`src/rtl/writeback_unit.sv`:
```
// writeback_unit: merges load responses and ALU results onto the single
// register-file write port, buffers ALU results that lose arbitration,
// tracks outstanding load destinations and exports a per-register hazard mask.
module writeback_unit #(
  parameter int LD_DEPTH  = 4,
  parameter int ALU_DEPTH = 2
) (
  input  logic        clk,
  input  logic        rst_n,
  input  logic        alu_valid,
  input  logic [2:0]  alu_dest,
  input  logic [15:0] alu_data,
  output logic        alu_ready,
  input  logic        ld_issue_valid,
  input  logic [2:0]  ld_issue_dest,
  output logic        ld_issue_ready,
  input  logic        ld_resp_valid,
  input  logic [15:0] ld_resp_data,
  output logic        reg_write_en,
  output logic [2:0]  reg_write_dest,
  output logic [15:0] reg_write_data,
  output logic [7:0]  hazard_mask,
  output logic        ld_err
);

  localparam int LD_AW  = (LD_DEPTH > 1) ? $clog2(LD_DEPTH) : 1;
  localparam int LD_CW  = $clog2(LD_DEPTH + 1);
  localparam int ALU_AW = (ALU_DEPTH > 1) ? $clog2(ALU_DEPTH) : 1;
  localparam int ALU_CW = $clog2(ALU_DEPTH + 1);

  // Load-tag FIFO state
  logic [2:0]        tag_mem    [LD_DEPTH];
  logic              tag_vld    [LD_DEPTH];
  logic [7:0]        tag_onehot [LD_DEPTH];
  logic [LD_AW-1:0]  tag_wr_ptr;
  logic [LD_AW-1:0]  tag_rd_ptr;
  logic [LD_CW-1:0]  tag_count;

  // ALU skid FIFO state
  logic [2:0]        alu_dest_mem [ALU_DEPTH];
  logic [15:0]       alu_data_mem [ALU_DEPTH];
  logic              alu_vld      [ALU_DEPTH];
  logic [7:0]        alu_onehot   [ALU_DEPTH];
  logic [ALU_AW-1:0] alu_wr_ptr;
  logic [ALU_AW-1:0] alu_rd_ptr;
  logic [ALU_CW-1:0] alu_count;

  // Arbitration signals
  logic tag_empty;
  logic alu_fifo_empty;
  logic tag_push;
  logic resp_pop;
  logic alu_accept;
  logic fifo_win;
  logic direct_win;
  logic alu_push;

  // Readiness is decided on registered counts only, so a same-cycle pop never
  // opens room.
  assign ld_issue_ready = (tag_count < LD_CW'(LD_DEPTH));
  assign alu_ready      = (alu_count < ALU_CW'(ALU_DEPTH));

  assign tag_empty      = (tag_count == '0);
  assign alu_fifo_empty = (alu_count == '0);
  assign tag_push       = ld_issue_valid && ld_issue_ready;
  // A response only counts when a tag is outstanding; orphan responses are
  // dropped and flagged through ld_err.
  assign resp_pop       = ld_resp_valid && !tag_empty;
  assign alu_accept     = alu_valid && alu_ready;
  assign fifo_win       = !resp_pop && !alu_fifo_empty;
  assign direct_win     = !resp_pop && alu_fifo_empty && alu_accept;
  assign alu_push       = alu_accept && !direct_win;

  genvar gi;
  generate
    for (gi = 0; gi < LD_DEPTH; gi++) begin : g_tag
      // Tag entry captures the issuing dest and stays valid until its response pops it.
      always_ff @(posedge clk or negedge rst_n) begin
        if (!rst_n) begin
          tag_mem[gi] <= '0;
          tag_vld[gi] <= 1'b0;
        end else if (tag_push && (tag_wr_ptr == LD_AW'(gi))) begin
          tag_mem[gi] <= ld_issue_dest;
          tag_vld[gi] <= 1'b1;
        end else if (resp_pop && (tag_rd_ptr == LD_AW'(gi))) begin
          tag_vld[gi] <= 1'b0;
        end
      end
      assign tag_onehot[gi] = tag_vld[gi] ? (8'b1 << tag_mem[gi]) : 8'b0;
    end

    for (gi = 0; gi < ALU_DEPTH; gi++) begin : g_alu
      // ALU entry holds a result that lost the port until its turn at the head.
      always_ff @(posedge clk or negedge rst_n) begin
        if (!rst_n) begin
          alu_dest_mem[gi] <= '0;
          alu_data_mem[gi] <= '0;
          alu_vld[gi]      <= 1'b0;
        end else if (alu_push && (alu_wr_ptr == ALU_AW'(gi))) begin
          alu_dest_mem[gi] <= alu_dest;
          alu_data_mem[gi] <= alu_data;
          alu_vld[gi]      <= 1'b1;
        end else if (fifo_win && (alu_rd_ptr == ALU_AW'(gi))) begin
          alu_vld[gi]      <= 1'b0;
        end
      end
      assign alu_onehot[gi] = alu_vld[gi] ? (8'b1 << alu_dest_mem[gi]) : 8'b0;
    end
  endgenerate

  // Tag FIFO pointers and occupancy (depth is a power of two, pointers wrap naturally).
  always_ff @(posedge clk or negedge rst_n) begin
    if (!rst_n) begin
      tag_wr_ptr <= '0;
      tag_rd_ptr <= '0;
      tag_count  <= '0;
    end else begin
      if (tag_push) tag_wr_ptr <= tag_wr_ptr + 1'b1;
      if (resp_pop) tag_rd_ptr <= tag_rd_ptr + 1'b1;
      tag_count <= tag_count + LD_CW'(tag_push) - LD_CW'(resp_pop);
    end
  end

  // ALU FIFO pointers and occupancy; explicit wrap allows any depth.
  always_ff @(posedge clk or negedge rst_n) begin
    if (!rst_n) begin
      alu_wr_ptr <= '0;
      alu_rd_ptr <= '0;
      alu_count  <= '0;
    end else begin
      if (alu_push)
        alu_wr_ptr <= (alu_wr_ptr == ALU_AW'(ALU_DEPTH - 1)) ? '0 : alu_wr_ptr + 1'b1;
      if (fifo_win)
        alu_rd_ptr <= (alu_rd_ptr == ALU_AW'(ALU_DEPTH - 1)) ? '0 : alu_rd_ptr + 1'b1;
      alu_count <= alu_count + ALU_CW'(alu_push) - ALU_CW'(fifo_win);
    end
  end

  // Output register: load the arbitration winner; hold dest/data when idle.
  always_ff @(posedge clk or negedge rst_n) begin
    if (!rst_n) begin
      reg_write_en   <= 1'b0;
      reg_write_dest <= '0;
      reg_write_data <= '0;
    end else if (resp_pop) begin
      reg_write_en   <= 1'b1;
      reg_write_dest <= tag_mem[tag_rd_ptr];
      reg_write_data <= ld_resp_data;
    end else if (fifo_win) begin
      reg_write_en   <= 1'b1;
      reg_write_dest <= alu_dest_mem[alu_rd_ptr];
      reg_write_data <= alu_data_mem[alu_rd_ptr];
    end else if (direct_win) begin
      reg_write_en   <= 1'b1;
      reg_write_dest <= alu_dest;
      reg_write_data <= alu_data;
    end else begin
      reg_write_en   <= 1'b0;
    end
  end

  // Sticky error: a response arrived while no load was outstanding.
  always_ff @(posedge clk or negedge rst_n) begin
    if (!rst_n) begin
      ld_err <= 1'b0;
    end else if (ld_resp_valid && tag_empty) begin
      ld_err <= 1'b1;
    end
  end

  // Hazard mask: every pending write, including the one the file takes next edge.
  always_comb begin
    hazard_mask = reg_write_en ? (8'b1 << reg_write_dest) : 8'b0;
    for (int i = 0; i < LD_DEPTH; i++) hazard_mask = hazard_mask | tag_onehot[i];
    for (int i = 0; i < ALU_DEPTH; i++) hazard_mask = hazard_mask | alu_onehot[i];
  end

endmodule
```
`config.mk`:
```
export PLATFORM = sky130hd
export DESIGN_NAME = writeback_unit
export DESIGN_NICKNAME = d
export VERILOG_FILES = /design/src/rtl/writeback_unit.sv
export SDC_FILE = /design/constraint.sdc
export NUM_CORES = 1
export LEC_CHECK = 0
export ABC_AREA = 1
export CAP_MARGIN = 20
export CORE_ASPECT_RATIO = 0.6
export CORE_MARGIN = 2
export CORE_UTILIZATION = 38
export CTS_BUF_LIST = sky130_fd_sc_hd__clkbuf_16
export DETAILED_ROUTE_END_ITERATION = 8
export HOLD_SLACK_MARGIN = 0.02
export PLACE_DENSITY = 0.66
export SETUP_SLACK_MARGIN = 0.2
export SLEW_MARGIN = 15
export SYNTH_ARGS = -nofsm -noshare
export SYNTH_HDL_FRONTEND = slang
export SYNTH_SLANG_ARGS = --single-unit
```
`constraint.sdc`:
```
create_clock -name clk -period 4.9 [get_ports clk]
set_input_delay 0.98 -clock clk [delete_from_list [all_inputs] [get_ports clk]]
set_output_delay 0.98 -clock clk [all_outputs]
set_load 0.01 [all_outputs]
```
# ---- Word level (Yosys, flattened, before mapping)
# Cells that the tools add are included.
dict set report classes {
  addsub 8
  magnitude_cmp 4
  eq_ne 6
  shift 7
  n_mux 39
  n_bitwise 10
  reduce_logical 35
}
# cell n
set ops {}
lappend ops {{$mux 16} 6}
lappend ops {{$mux 8} 7}
lappend ops {{$shl 1x3->8 const A} 7}
lappend ops {{$or 8x8->8} 6}
lappend ops {{$mux 3} 8}
lappend ops {{$logic_and 1x1->1} 20}
lappend ops {{$mux 1} 17}
lappend ops {{$reduce_bool 2->1} 6}
lappend ops {{$eq 2x2->1 const B} 4}
lappend ops {{$bmux 3 s2} 1}
lappend ops {{$logic_not 2->1} 3}
lappend ops {{$add 2x1->2 const B} 2}
lappend ops {{$eq 2x1->1 const B} 2}
lappend ops {{$logic_not 1->1} 4}
lappend ops {{$add 3x1->3} 1}
lappend ops {{$ge 3x3->1 const B} 1}
lappend ops {{$logic_not 3->1} 1}
lappend ops {{$lt 3x3->1 const B} 1}
lappend ops {{$not 2->3} 1}
lappend ops {{$reduce_bool 3->1} 1}
lappend ops {{$sub 3x1->3} 1}
lappend ops {{$add 1x1->1 const B} 2}
lappend ops {{$add 2x1->2} 1}
lappend ops {{$ge 2x2->1 const B} 1}
lappend ops {{4 further kinds} 5}
dict set report word_totals {
  ff_bits 88
  input_bits 43
  word_cells 133
}

# ---- Depth between registers and ports, before layout
dict set report logic_depth {
  depth_word 10
  ltp_mapped 10
  ltp_nobuf 10
}

# ---- Worst setup path before layout
# OpenSTA, ideal clock, no wires.
dict set report synth_timing {
  path_kind {in2reg}
  from {input port ld_resp_valid}
  to {register tag_count[1]}
  setup_ns 0.136
  arrival_ns 2.149
  slack_ns 2.615
  stages 7
  path_buffers 1
  cell_sequence {inv_1 -> a21oi_2 -> buf_2 -> nand2_1 -> nand2_1 -> ha_1 -> fa_1}
}
dict set report synth_via {
  elab_chain_len 2
}
# element line
set synth_lines {}
lappend synth_lines {{start: declaration} 17} ;# input logic ld_resp_valid,
lappend synth_lines {{$logic_and 1x1->1} 68} ;# assign resp_pop = ld_resp_valid && !tag_empty;
lappend synth_lines {{$sub 3x1->3} 120} ;# tag_count <= tag_count + LD_CW'(tag_push) - LD_CW'(resp_pop);
lappend synth_lines {{end signal: assignment} 120}
lappend synth_lines {{end: declaration} 37} ;# logic [LD_CW-1:0] tag_count;
# No other way between the ends.
# A chain may end at the register's enable or synchronous reset.

# ---- Worst setup path after layout
dict set report layout_timing {
  from {register tag_mem[0] in the netlist's numbering}
  to {output port hazard_mask[1]}
}
dict set report layout_via {
  elab_chain_len 5
}
# element line
set layout_lines {}
lappend layout_lines {{start: declaration} 32} ;# logic [2:0] tag_mem [LD_DEPTH];
lappend layout_lines {{start signal: indexed assignment} 83} ;# tag_mem[gi] <= ld_issue_dest;
lappend layout_lines {{$shl 1x3->8} 89} ;# assign tag_onehot[gi] = tag_vld[gi] ? (8'b1 << tag_mem[gi]) : 8'b0;
lappend layout_lines {{$mux 8} 89}
lappend layout_lines {{$or 8x8->8} 174} ;# for (int i = 0; i < LD_DEPTH; i++) hazard_mask = hazard_mask | tag_onehot[i];
lappend layout_lines {{$or 8x8->8 (2 in series)} 175} ;# for (int i = 0; i < ALU_DEPTH; i++) hazard_mask = hazard_mask | alu_onehot[i];
lappend layout_lines {{end: declaration} 22} ;# output logic [7:0] hazard_mask,
# No other way between the ends.

==> run metrics <==
max-cap violations 0; Synth Net Count 729; clk_skew between 0.005 and 0.006 ns; synth warn 0; worst slew pin tran ~0.92 ns; Worst Hold Launch ld_err; RR Startpoint alu_count[1]; first-pass GRT wire length 21600 um; Initial DRT Pass Iterations 5; post-synthesis cell type count 35; Slew Limit Headroom approximately 38%; footprint of the multi-input gates 2240 sq um; CTS tree done; Yosys top cell by area dfrtp_1; R2R depth 9; dpl hpwl between 9000 and 10000 um; register area share after synthesis a little under half; Vias/cell 5.03; DP Cell Count just under 900; worst reg-to-reg setup slack around 2.1 ns; ordered list of cells on the worst path inv_1 > or2_2 > o22ai_1 > nand3b_1 > clkdlybuf4s50_1; PostCTS Resize Cnt 0; full die area between 10000 and 15000 sq um; share of cells above drive strength 1 about 4.0%; Post-route DRC 0; drt total wl between 10000 and 15000 um; Layout Cells excl Fill 906; top cell type's share of synthesized area 45.3%; max-slew violations 0; Leak 3.03 nW; setup violators final 0; hold worst-path end ld_err; status complete, no violations; CORE AREA roughly 12000 sq um; clock period minus worst slack just over 3 ns; Pwr Total between 3 and 4 mW; total gr overflow 0; vias in the first global route 4279; Core Rows 31; Tot GR Track Use between 20 and 25%; clk slew on worst S/H paths approximately 0.060 ns; maximum VDD drop around 0.26 mV; Critical Path AT between 2 and 2.5 ns; postcts setup bufs 0; GPL Wtd Cong approximately 0.90; Die Height approximately 92 um; CTS sink count 88; fillers ~1.2k; # diodes 0; Clk Latency, worst-skew pair about 0.34 ns; top cells by area, synth dfrtp_1 (45%), nand2_1 (18%), nand3_1 (5.9%); post-route ant nets 0; delay-heaviest family, CP buffers and inverters; Syn-to-layout area delta 22.8%; Hold Violations, Final 0; Worst Hold Path Cells 1; hold_ws between 0.4 and 0.5 ns; worst path bufs/invs 2; final worst path period share 61.6%; IO Count 74; number of port buffers 73; Crit Path Max Fanout 6; CTS buffer count 9; Avg WL per Cell 14.8 um; setup_tns 0 ns; Nets 791; DR iter-0 viols 402; HP Class reg -> reg; crit start category flop; # hold bufs at CTS 0; CP Class reg -> out; die span in x between 100 and 150 um; CTS HTree Levels 3; endpoint class of the critical path output pin; PwrDens approximately 660 nW/um^2; initial core utilization 39.6%; Post-Syn Instances approximately 670; Critical Path RT around 3.9 ns; Netlist Area Pre-Place 4860 sq um; RR Endpoint alu_count[1]; initial antenna violation count 0; largest net degree at the start of global routing between 40 and 50; Storage cell area between 2000 and 2500 sq um; FF+latch count, synth a little under 90; slowest CP cell clkdlybuf4s50_1; total number of vias approximately 4.6k; Longest Clk Path Bufs 2; Max Clk Rate ~0.33 GHz; Mapped Avg Cell Area approximately 7.2 sq um; unrepaired setup endpoints after global routing no; Crit path largest cell delay 0.55 ns; CTS root buffer clkbuf_16
[layer usage]
layer | vias up | track usage (%) | wire [um]
met3 | 12 | 4.92 | 1320
met5 | - | 0 | 0
met4 | 0 | 3.14 | 90
met2 | 209 | 28.7 | 5440
li1 | 2240 | - | -
met1 | 2100 | 31.3 | 6520
[state kept, by name (all words and copies together) (netlist names), 2 cells and up]
name            flops
alu_count           2
alu_data_mem       32
alu_dest_mem        6
alu_vld             2
reg_write_data     16
reg_write_dest      3
tag_count           3
tag_mem            12
tag_rd_ptr          2
tag_vld             4
tag_wr_ptr          2
[where the power goes]
| group | switching [mW] | internal (mW) |
|---|---|---|
| logic | 1.08 | 0.739 |
| clock network | 0.293 | 0.395 |
| registers | 0.334 | 1.07 |
[cell families after synthesis]
family                     count (synthesis)  synth area share, %
AOI/OAI and AO/OA                         74                 8.06
and+or+nand+nor                          396                 33.7
adders and majority gates                 12                 3.24
DFF                                       88                 45.3
xor gates and xnor gates                   6                 1.08
buffers and inverters                     98                 8.60
[cell usage after synthesis]
master,instances
nand2_1,239
dfrtp_1,88
nor2_1,74
inv_1,70
nand3_1,57
o21ai_0,54
buf_2,15
ha_1,11
nor3_1,10
o21ai_1,7
nand4_1,5
a31oi_1,4
buf_4,4
xor2_1,4
clkbuf_1,3
a21oi_1,2
a22oi_1,2
buf_6,2
clkinv_1,2
nand2_2,2
nand3b_1,2
nor2_2,2
o22ai_1,2
xnor2_1,2
a21oi_2,1
clkbuf_2,1
fa_1,1
inv_2,1
nand2_4,1
nand3_2,1
nand3_4,1
nor2_4,1
o21a_1,1
o21bai_1,1
or2_2,1
[cells in the final DEF (no fill, tap or decap), drive strengths merged]
cell | Yosys | layout
inv | 71 | 72
xnor2 | 2 | 2
nand3b | 2 | 2
nand4 | 5 | 5
a31oi | 4 | 4
buf | 21 | 4
ha | 11 | 11
clkdlybuf4s50 | 0 | 72
or2 | 1 | 1
dfrtp | 88 | 88
o21ai | 61 | 61
o21bai | 1 | 1
o22ai | 2 | 2
fa | 1 | 1
xor2 | 4 | 4
nor2 | 77 | 77
a21oi | 3 | 3
clkbuf | 4 | 9
nand3 | 59 | 59
nand2 | 242 | 242
nor3 | 10 | 10
o21a | 1 | 1
clkinvlp | 0 | 2
clkinv | 2 | 5
bufinv | 0 | 1
a22oi | 2 | 2
[metrics by stage]
step / util, % / setup WS [ns] / instance area [sq um]
2_1_floorplan: - / 2.62 / 4860
3_3_place_gp: 46.3 / 1.93 / 5670
3_5_place_dp: 46.3 / 1.82 / 5670
4_1_cts: 48.7 / 1.90 / 5970
5_1_grt: 48.7 / 1.82 / 5970
6_report: 48.7 / 1.88 / 5970
[final cells by class]
cell class                 instances  area share, %
inverter                          73           4.59
clock inverter                     7           1.19
timing repair buffer              76           12.6
tap                              165           3.46
sequential                        88           36.9
clock buffer                       9           3.77
multi-input combinational        488           37.5
[worst max-delay path by stage]
stage | startpoint | end | slack (ns) | cells after the start
2_1_floorplan | ld_resp_valid | tag_count[1] | 2.62 | 7
3_3_place_gp | ld_resp_valid | alu_count[1] | 1.93 | 9
3_5_place_dp | ld_resp_valid | alu_data_mem[5] | 1.82 | 5
4_1_cts | tag_mem[0] | hazard_mask[1] | 1.90 | 5
5_1_grt | tag_mem[0] | hazard_mask[1] | 1.82 | 5
6_report | tag_mem[0] | hazard_mask[1] | 1.88 | 5
Note: power is estimated with default switching activity, not from simulation.
